--- src/rtl/datapath_controller.sv ---
// ---------------------------------------------------------------------------
// datapath_controller
//   Control unit for an 8-bit accumulator datapath made of an A register, a
//   4:1 A-input mux, an add/sub unit and a 32x8 RAM. It fetches 8-bit
//   instructions from an external program ROM, decodes them, and drives the
//   datapath control lines in sequence.
//
//   Instruction: IR[7:5] opcode, IR[4:0] operand address
//     000 LOAD  001 STORE  010 ADD  011 SUB  100 INPUT  101 JZ  110 JPOS  111 HALT
//
// Ports
//   Clock       in   1       rising-edge clock
//   Reset       in   1       asynchronous active-low reset
//   Start       in   1       leaves IDLE when sampled high
//   ROMAddress  out  PC_W    program ROM address (always the PC)
//   ROMData     in   8       instruction, valid one cycle after ROMAddress
//   in_valid    in   1       input source presents a valid byte
//   in_ready    out  1       controller accepts the byte this cycle
//   Aeq0        in   1       datapath flag: A == 0
//   Apos        in   1       datapath flag: A[7] == 0
//   Asel        out  2       A mux select: 00 add/sub, 01 input, 10 RAM
//   Aload       out  1       A register load enable
//   Sub         out  1       1 = A - RAM, 0 = A + RAM
//   MemWr       out  1       RAM write enable (RAM[RAMAddress] <= A)
//   RAMAddress  out  RAM_AW  data RAM address
//   Halted      out  1       high while in HALT
// ---------------------------------------------------------------------------
module datapath_controller #(
    parameter int PC_W     = 5,
    parameter int RAM_AW   = 5,
    parameter int START_PC = 0
) (
    input  logic              Clock,
    input  logic              Reset,
    input  logic              Start,
    output logic [PC_W-1:0]   ROMAddress,
    input  logic [7:0]        ROMData,
    input  logic              in_valid,
    output logic              in_ready,
    input  logic              Aeq0,
    input  logic              Apos,
    output logic [1:0]        Asel,
    output logic              Aload,
    output logic              Sub,
    output logic              MemWr,
    output logic [RAM_AW-1:0] RAMAddress,
    output logic              Halted
);

    typedef enum logic [2:0] {
        S_IDLE   = 3'd0,
        S_FETCH  = 3'd1,
        S_DECODE = 3'd2,
        S_EXEC1  = 3'd3,
        S_EXEC2  = 3'd4,
        S_INWAIT = 3'd5,
        S_HALT   = 3'd6
    } state_t;

    localparam logic [2:0] OP_LOAD  = 3'b000;
    localparam logic [2:0] OP_STORE = 3'b001;
    localparam logic [2:0] OP_ADD   = 3'b010;
    localparam logic [2:0] OP_SUB   = 3'b011;
    localparam logic [2:0] OP_INPUT = 3'b100;
    localparam logic [2:0] OP_JZ    = 3'b101;
    localparam logic [2:0] OP_JPOS  = 3'b110;
    localparam logic [2:0] OP_HALT  = 3'b111;

    localparam logic [1:0] ASEL_ALU = 2'b00;
    localparam logic [1:0] ASEL_IN  = 2'b01;
    localparam logic [1:0] ASEL_RAM = 2'b10;

    state_t            state_q, state_d;
    logic [PC_W-1:0]   pc_q, pc_d;
    logic [7:0]        ir_q, ir_d;

    logic [2:0]        opcode;
    logic [RAM_AW-1:0] operand;

    assign opcode  = ir_q[7:5];
    assign operand = ir_q[RAM_AW-1:0];

    always_ff @(posedge Clock or negedge Reset) begin
        if (!Reset) begin
            state_q <= S_IDLE;
            pc_q    <= PC_W'(START_PC);
            ir_q    <= 8'h00;
        end else begin
            state_q <= state_d;
            pc_q    <= pc_d;
            ir_q    <= ir_d;
        end
    end

    // The ROM is addressed straight from the PC; the registered ROM output
    // presented during DECODE is the word addressed during FETCH.
    assign ROMAddress = pc_q;

    always_comb begin
        state_d    = state_q;
        pc_d       = pc_q;
        ir_d       = ir_q;
        in_ready   = 1'b0;
        Asel       = ASEL_ALU;
        Aload      = 1'b0;
        Sub        = 1'b0;
        MemWr      = 1'b0;
        Halted     = 1'b0;
        RAMAddress = operand;

        case (state_q)
            S_IDLE: begin
                RAMAddress = '0;
                if (Start) begin
                    state_d = S_FETCH;
                end
            end

            S_FETCH: begin
                RAMAddress = '0;
                state_d    = S_DECODE;
            end

            S_DECODE: begin
                ir_d    = ROMData;
                pc_d    = pc_q + PC_W'(1);
                state_d = S_EXEC1;
            end

            // No enables here: the RAM read of IR's operand settles so
            // EXEC2 can consume it. Jumps resolve now using the flags as
            // left by the previous instruction.
            S_EXEC1: begin
                case (opcode)
                    OP_HALT:  state_d = S_HALT;
                    OP_INPUT: state_d = S_INWAIT;
                    OP_JZ: begin
                        if (Aeq0) begin
                            pc_d = PC_W'(operand);
                        end
                        state_d = S_FETCH;
                    end
                    OP_JPOS: begin
                        if (Apos) begin
                            pc_d = PC_W'(operand);
                        end
                        state_d = S_FETCH;
                    end
                    default:  state_d = S_EXEC2;
                endcase
            end

            S_EXEC2: begin
                case (opcode)
                    OP_LOAD: begin
                        Asel  = ASEL_RAM;
                        Aload = 1'b1;
                    end
                    OP_ADD: begin
                        Asel  = ASEL_ALU;
                        Aload = 1'b1;
                    end
                    OP_SUB: begin
                        Asel  = ASEL_ALU;
                        Sub   = 1'b1;
                        Aload = 1'b1;
                    end
                    OP_STORE: begin
                        MemWr = 1'b1;
                    end
                    default: begin
                    end
                endcase
                state_d = S_FETCH;
            end

            // Aload follows in_valid combinationally so the byte is captured
            // in the same cycle the handshake completes.
            S_INWAIT: begin
                in_ready = 1'b1;
                Asel     = ASEL_IN;
                Aload    = in_valid;
                if (in_valid) begin
                    state_d = S_FETCH;
                end
            end

            S_HALT: begin
                Halted = 1'b1;
            end

            default: begin
                state_d    = S_IDLE;
                RAMAddress = '0;
            end
        endcase
    end

endmodule
--- config.mk ---
export PLATFORM = sky130hd
export DESIGN_NAME = datapath_controller
export DESIGN_NICKNAME = d
export VERILOG_FILES = /design/src/rtl/datapath_controller.sv
export SDC_FILE = /design/constraint.sdc
export NUM_CORES = 1
export LEC_CHECK = 0
export BUFFER_PORTS_ARGS = -buffer_cell sky130_fd_sc_hd__buf_2
export CAP_MARGIN = 20
export CORE_MARGIN = 3
export CORE_UTILIZATION = 54
export CTS_CLUSTER_DIAMETER = 50
export DETAILED_ROUTE_END_ITERATION = 10
export PLACE_DENSITY = 0.83
export SLEW_MARGIN = 20
export SYNTH_ARGS = -nofsm -noshare
export SYNTH_HDL_FRONTEND = slang
export SYNTH_SLANG_ARGS = --single-unit
--- constraint.sdc ---
create_clock -name Clock -period 3.8 [get_ports Clock]
set_input_delay 0.57 -clock Clock [delete_from_list [all_inputs] [get_ports Clock]]
set_output_delay 0.57 -clock Clock [all_outputs]
set_load 0.01 [all_outputs]
==> results of run 1 <==
==> metrics by stage <==
step,instances,area [um2],utilization (%)
6_report,148,1176,67.38
3_5_place_dp,144,1140,65.30
5_1_grt,148,1176,67.38
2_1_floorplan,97,1020,-
4_1_cts,148,1176,67.38
3_3_place_gp,144,1140,65.30
==> registers in the layout, summed over array words and instances (netlist names) <==
name	count
ROMAddress	5
ir_q	8
state_q	3
==> final cells by class <==
| cell class | instances | area share, % |
|---|---|---|
| sequential | 16 | 34.04 |
| clock buffer | 4 | 3.085 |
| tap | 25 | 2.660 |
| timing repair buffer | 30 | 12.77 |
| inverter | 4 | 1.277 |
| multi-input combinational | 69 | 46.17 |
==> cells in the final DEF (no fill, tap or decap) <==
master	count
nand2b_1	2
a31oi_1	1
nor3_1	3
a2bb2oi_1	1
and2_1	6
o21a_1	1
mux2_2	8
o22ai_1	1
a21oi_1	5
a22o_1	1
nor2_1	2
ha_1	1
nand2_1	7
and2b_2	1
a21o_1	2
mux2_4	1
clkbuf_8	1
buf_2	30
nor2_2	1
o221ai_1	2
nor3b_1	2
nor3b_4	1
nand3_1	7
xor2_1	1
a211oi_4	1
o31a_1	2
a211oi_1	1
inv_1	4
clkbuf_4	3
dfrtp_1	16
o21ai_0	2
nor2b_1	1
and3b_1	1
nand3b_4	3
nand4b_1	1
==> critical path, cell delays in order (launching register included) <==
cell,delay [ns]
dfrtp_1,0.57
inv_1,0.15
nor3b_1,0.39
nand2_1,0.09
o21ai_0,0.08
buf_2,0.15
==> cell usage after synthesis, types with 2 or more instances <==
master / instances / area, um2
dfrtp_1: 16 / 400.4
mux2_2: 8 / 90.09
nand2_1: 7 / 26.28
nand3_1: 7 / 35.03
and2_1: 6 / 37.54
a21oi_1: 5 / 25.02
buf_2: 4 / 20.02
inv_1: 4 / 15.01
buf_6: 3 / 33.78
nand3b_4: 3 / 60.06
nor3_1: 3 / 15.01
a21o_1: 2 / 15.01
nand2b_1: 2 / 12.51
nor2_1: 2 / 7.510
nor3b_1: 2 / 15.01
o21ai_0: 2 / 10.01
o221ai_1: 2 / 17.52
o31a_1: 2 / 17.52
==> path summary, 6_finish.rpt <==
check                            from            end  slack (ns)  cells after the start
max                        state_q[0]          Aload        1.51                      5
min                             Reset        ir_q[1]        0.17                      1
max reg2reg                state_q[1]  ROMAddress[1]        1.97                      3
min reg2reg                   ir_q[2]        ir_q[2]        0.55                      1
max in group asynchronous       Reset  ROMAddress[4]        3.36                      1
min in group Clock         ROMData[7]        ir_q[7]        0.49                      3
==> per-layer routing <==
layer  track usage (%)  vias to the layer above  routed length, um
met3             5.740                        2                112
li1                  -                      395                  -
met5                 0                        -                  0
met1             21.71                      375                909
met4             4.608                        0                 12
met2             33.26                       18               1089
==> power by group through the flow <==
stage | Combinational, W | Clock (W) | Sequential [W]
2_1_floorplan | 0.000484 | 0 | 0.000327
6_report | 0.000525 | 0.000115 | 0.000390
4_1_cts | 0.000528 | 0.000117 | 0.000389
3_3_place_gp | 0.000504 | 0 | 0.000383
5_1_grt | 0.000578 | 0.000124 | 0.000407
3_5_place_dp | 0.000521 | 0 | 0.000391
==> kinds of logic (layout without fill, tap and decap cells) <==
kind of cell             Yosys count  count (layout)  synth area share [%]
buffers and inverters             12              38                 7.484
AND/OR/NAND/NOR                   38              38                 26.14
flip-flops                        16              16                 39.26
XOR/XNOR                           1               1                0.8591
AO/OA/AOI/OAI                     20              20                 14.73
adder cells (fa/ha/maj)            1               1                 1.227
multiplexers                       9               9                 10.31
==> summary.md, run 1 <==
| Metric | Value |
|---|---|
| Combinational Power Share | roughly 51% |
| CP startpoint kind | flop |
| Total gr overflow | 0 |
| Reg area | roughly 400 um2 |
| Vias in the first global route | roughly 800 |
| Asr flop ratio synth | 100.0% |
| Cell area after synthesis | 1020 um2 |
| Die area | roughly 2400 um2 |
| Diode count | 0 |
| TritonCTS Buffers | 3 |
| DR pass1 iterations | 4 |
| First-pass GRT wire length | approximately 3.5 mm |
| Sw power | ~0.00044 W |
| Switching part of the total | between 40 and 50% |
| Slew Limit Fails | 0 |
| Final setup margin | 1.511 ns |
| Critical Path End Type | output pin |
| Area Growth Syn to Fin | 15.34% |
| IO Port Bufs | 30 |
| Chip Width | 49.46 um |
| Setup bufs post-CTS | 0 |
| Initial antenna violation count | 0 |
| CTS Sinks | 16 |
| Synth cell types | 35 |
| PostCTS Resize Cnt | 0 |
| Htree depth | 1 |
| RSZ-0062 raised after global routing | no |
| Clock Pin Slew Worst Setup and Hold Paths | about 0.1 ns |
| FF+latch count, synth | 16 |
| Clk_lat worst skew | 0.29 ns |
| WL final | about 2.1 mm |
| Minimum clock period | 2.289 ns |
| Hold Fails Final Rpt | 0 |
| Synthesized area per cell | around 11 um2 |
| Via count | 790 |
| Share of cells above drive strength 1 | approximately two fifths |
| CTS max path bufs | 2 |
| Worst-Margin Slew | ~0.64 ns |
| Internal power | a little under 0.0006 W |
| Ports | 31 |
| Pwr Density | about 880 nW/um2 |
| # DRC | 0 |
| Cts hold-fix bufs | 0 |
| CTS tree | done |
| Leak | between 0.5 and 0.6 nW |
| Area of the multi-input gates | about 540 um2 |
| Fin nets | ~140 |
| Max Cap Violations | 0 |
| Worst hold path class | in2async |
| Row cnt | 15 |
| Remaining antenna violation count after routing | 0 |
| Setup TNS | 0 ns |
| Top_reg_cell synth | dfrtp_1 |
| Routed WL per cell | between 10 and 15 um |
| Status | finished, final reports clean |
| GPL Wtd Cong | between 0.8 and 0.9 |
| Net Count, Synth | 112 |
| Seq pwr share | 37.9% |
| Crit path DAT | 1.72 ns |
| Dpl ws | 1.874 ns |
| Synth warnings | 0 |
| Fin Hold WS | 0.1718 ns |
| Worst-path maximum fanout | 9 |
| Post-synthesis cell count | 97 |
| Max-slew headroom | between 50% and 60% |
| Core area | ~1700 um2 |
| Pin count of the biggest net entering global routing | 17 |
| Vias per cell | 5.338 |
| Fillers | 160 |
| Die height | ~49 um |
| Clk network pwr share | 11.1% |
| # setup viols final | 0 |
| Initial core utilization | between 50% and 60% |
| Tcrit/Tclk final | 60.22% |
| Max Clk Rate | between 0.4 and 0.5 GHz |
| Post-synth EDFFs | 0 |
| Sequential area share after synthesis | between 30 and 40% |
| Clk root buf | clkbuf_4 |
| Clk_skew | ~0.0047 ns |
| DPL Wire Length | 1.551 mm |
| Crit path required time | approximately 3.2 ns |
| Peak VDD IR | ~0.00048 V |
| Kind of critical path | reg2out |
| Gr usage total | a little under a fifth |
| Initial DRC Count | 7 |
| Overall power | between 0.001 and 0.0015 W |
Note: power is estimated with default switching activity, not from simulation.
==> run 2: changes to the inputs <==
--- a/config.mk
+++ b/config.mk
@@ -5,13 +5,14 @@
 export SDC_FILE = /design/constraint.sdc
 export NUM_CORES = 1
 export LEC_CHECK = 0
+export ABC_AREA = 1
 export BUFFER_PORTS_ARGS = -buffer_cell sky130_fd_sc_hd__buf_2
 export CAP_MARGIN = 20
 export CORE_MARGIN = 3
-export CORE_UTILIZATION = 54
+export CORE_UTILIZATION = 49
 export CTS_CLUSTER_DIAMETER = 50
 export DETAILED_ROUTE_END_ITERATION = 10
-export PLACE_DENSITY = 0.83
+export PLACE_DENSITY = 0.77
 export SLEW_MARGIN = 20
 export SYNTH_ARGS = -nofsm -noshare
 export SYNTH_HDL_FRONTEND = slang
==> constraint.sdc (replaced) <==
create_clock -name Clock -period 2.2 [get_ports Clock]
set_input_delay 0.33 -clock Clock [delete_from_list [all_inputs] [get_ports Clock]]
set_output_delay 0.33 -clock Clock [all_outputs]
set_load 0.01 [all_outputs]
==> summary.md, run 2 <==
| Metric | Value |
|---|---|
| Status | finished, final reports clean |
| Synth cell types | 22 |
| Met1 Use GR | 22.10% |
| Crit path max-delay family | flip-flops |
| Max-slew headroom | 76.71% |
| Worst hold path class | in2reg |
| Commonest cells after routing, fill and taps aside | 30 x buf_2, 25 x nand2_1, 21 x nor2_1 |
| Overall power | roughly 0.0017 W |
| Ports | 31 |
| Area Growth Syn to Fin | 19.10% |
| Chip Width | 50.63 um |
| Cell area after synthesis | around 1000 um2 |
| IO Port Bufs | 30 |
| Die area | around 2600 um2 |
| Crit path required time | ~1.9 ns |
| PostCTS Resize Cnt | 0 |
| Slowest stage delay, CP | roughly 0.48 ns |
| Commonest non-fill, non-tap cell in the layout | buf_2 |
| Top cell type's share of synthesized area | between 40% and 50% |
| Initial core utilization | between 50% and 60% |
| Total gr overflow | 0 |
| Core area | ~1800 um2 |
| Routed WL per cell | between 10 and 15 um |
| TritonCTS Buffers | 3 |
| Crit path DAT | roughly 1.4 ns |
| Clk_lat worst skew | ~0.29 ns |
| Gr busiest metal | met2 |
| Row cnt | 15 |
| Gr usage total | roughly 17% |
| Htree depth | 1 |
| CP startpoint kind | flop |
| Vias in the first global route | roughly 810 |
| CTS max path bufs | 2 |
| Leak | roughly 0.68 nW |
| Max Cap Violations | 0 |
| CP cell instances | nor2_4, o21bai_1, inv_1, nor2_1, buf_2 |
| DPL Wire Length | ~1.5 mm |
| GPL Wtd Cong | just over 0.9 |
| Hold Fails Final Rpt | 0 |
| Critical Path End Type | output pin |
| Dominant cell by count in the synthesized netlist | nand2_1 |
| Via count | between 900 and 1000 |
| Top cells by area, synth | dfrtp_1 41%, nand2_1 9.6%, nand3_1 8.7% |
| Clk_skew | 0.007766 ns |
| Kind of critical path | reg2out |
| Fillers | 165 |
| Post-synthesis cell count | about 130 |
| List of most frequent post-synthesis cells | 25 x nand2_1, 21 x nor2_1, 18 x inv_1 |
| Top_reg_cell synth | dfrtp_1 |
| Initial DRC Count | 22 |
| Share of cells above drive strength 1 | 26.67% |
| Synth warnings | 0 |
| Slew Limit Fails | 0 |
| Clk root buf | clkbuf_4 |
| Area of the multi-input gates | 454.2 um2 |
| CTS Sinks | 16 |
| Remaining antenna violation count after routing | 0 |
| Critical path buffer and inverter count | 2 |
| Setup bufs post-CTS | 0 |
| Worst-Margin Slew | 0.3493 ns |
| Synth area leader | dfrtp_1 |
| Worst-path maximum fanout | 7 |
| Minimum clock period | approximately 1.8 ns |
| Asr flop ratio synth | 100.0% |
| First-pass GRT wire length | ~3.4 mm |
| Synthesized area per cell | 7.283 um2 |
| Reg area | 400.4 um2 |
| Post-synth EDFFs | 0 |
| Largest register FFs | 8 |
| Diode count | 0 |
| Tcrit/Tclk final | 80.44% |
| FF+latch count, synth | 16 |
| Cell at the slowest stage of the critical path | dfrtp_1 |
| CTS tree | done |
| Grt met2 use | 26.96% |
| # DRC | 0 |
| Max Clk Rate | roughly 0.57 GHz |
| Peak VDD IR | ~0.00069 V |
| WL final | 1.982 mm |
| Vias per cell | around 4.8 |
| DR pass1 iterations | 4 |
| RSZ-0062 raised after global routing | no |
| Net Count, Synth | roughly 150 |
| Setup TNS | 0 ns |
| Clock Pin Slew Worst Setup and Hold Paths | about 0.090 ns |
| Initial antenna violation count | 0 |
| GRT met3 Usage | 5.341% |
| # setup viols final | 0 |
| Die height | between 50 and 60 um |
| Biggest register | ir_q |
| Fin nets | approximately 180 |
| Pin count of the biggest net entering global routing | 24 |
| Sequential area share after synthesis | between 40% and 50% |
| Pwr Density | between 1000 and 1500 nW/um2 |
## run 2: changes by cell type in the layout (fill, tap and decap cells not counted), sizes merged, moves of 3 or more
cell    delta
nor3b      -3
mux2       -9
o21ai      +6
a21oi      +3
nor2      +19
nand3b     -3
nand3     +11
inv       +16
and2       -6
nand2     +23
## run 2: cell type report
type,count,area share [%]
Multi-Input combinational cell,93,39.07
Timing Repair Buffer,31,13.78
Clock buffer,4,3.122
Tap cell,25,2.691
Inverter,21,6.889
Sequential cell,16,34.45
## run 2: cell families (layout without fill, tap and decap cells)
family | Yosys count | count (layout) | synth area share [%]
AOI/OAI and AO/OA | 18 | 18 | 9.744
xor gates and xnor gates | 1 | 1 | 0.8976
adders and majority gates | 1 | 1 | 1.282
buffers and inverters | 25 | 56 | 12.44
DFF | 16 | 16 | 41.03
and+or+nand+nor | 73 | 73 | 34.61
## run 2: where the power goes
group | leakage [nW] | internal [W] | switching [W] | total (W)
clock network | 0.0210 | 0.000101 | 0.0000905 | 0.000191
registers | 0.188 | 0.000437 | 0.000132 | 0.000569
logic | 0.474 | 0.000345 | 0.000599 | 0.000944
total | 0.683 | 0.000883 | 0.000822 | 0.00171
## run 2: repair_timing
action	4_1_cts	5_1_grt
hold endpoints to repair	16	0
hold buffers	1	0
setup endpoints to repair	0	0
## run 2: path summary, 6_finish.rpt
kind / startpoint / end / slack (ns) / cells after the start
min in group asynchronous: Reset / state_q[1] / 0.47 / 2
max: state_q[2] / RAMAddress[4] / 0.43 / 5
min reg2reg: ir_q[0] / ir_q[0] / 0.53 / 2
max reg2reg: state_q[0] / ROMAddress[4] / 0.90 / 8
max in group asynchronous: Reset / ir_q[0] / 1.47 / 2
min: Start / state_q[0] / 0.29 / 3
## run 2: metal layers
metal	part of all wire, %	wire, um	up-vias
li1	-	-	487
met1	47	928	396
met2	46	920	24
met3	6.1	120	2
met4	0.66	13	0
met5	0	0	-
## run 2: through the flow
stage	worst slack, ns	instances	hold WS [ns]	utilization, %	instance area, um2
global route	0.2911	190	0.2834	64.51	1162
floorplan	0.8878	134	0.03441	-	975.9
finish	0.4303	190	0.2856	64.51	1162
CTS	0.4244	190	0.2811	64.51	1162
global placement	0.7956	185	0.2559	61.94	1116
detailed placement	0.7534	185	0.2582	61.94	1116
## run 2: tightest hold or removal path, cell delays in order
cell and delay, ns:
buf_2 0.07, o211ai_1 0.09, nand2_1 0.06
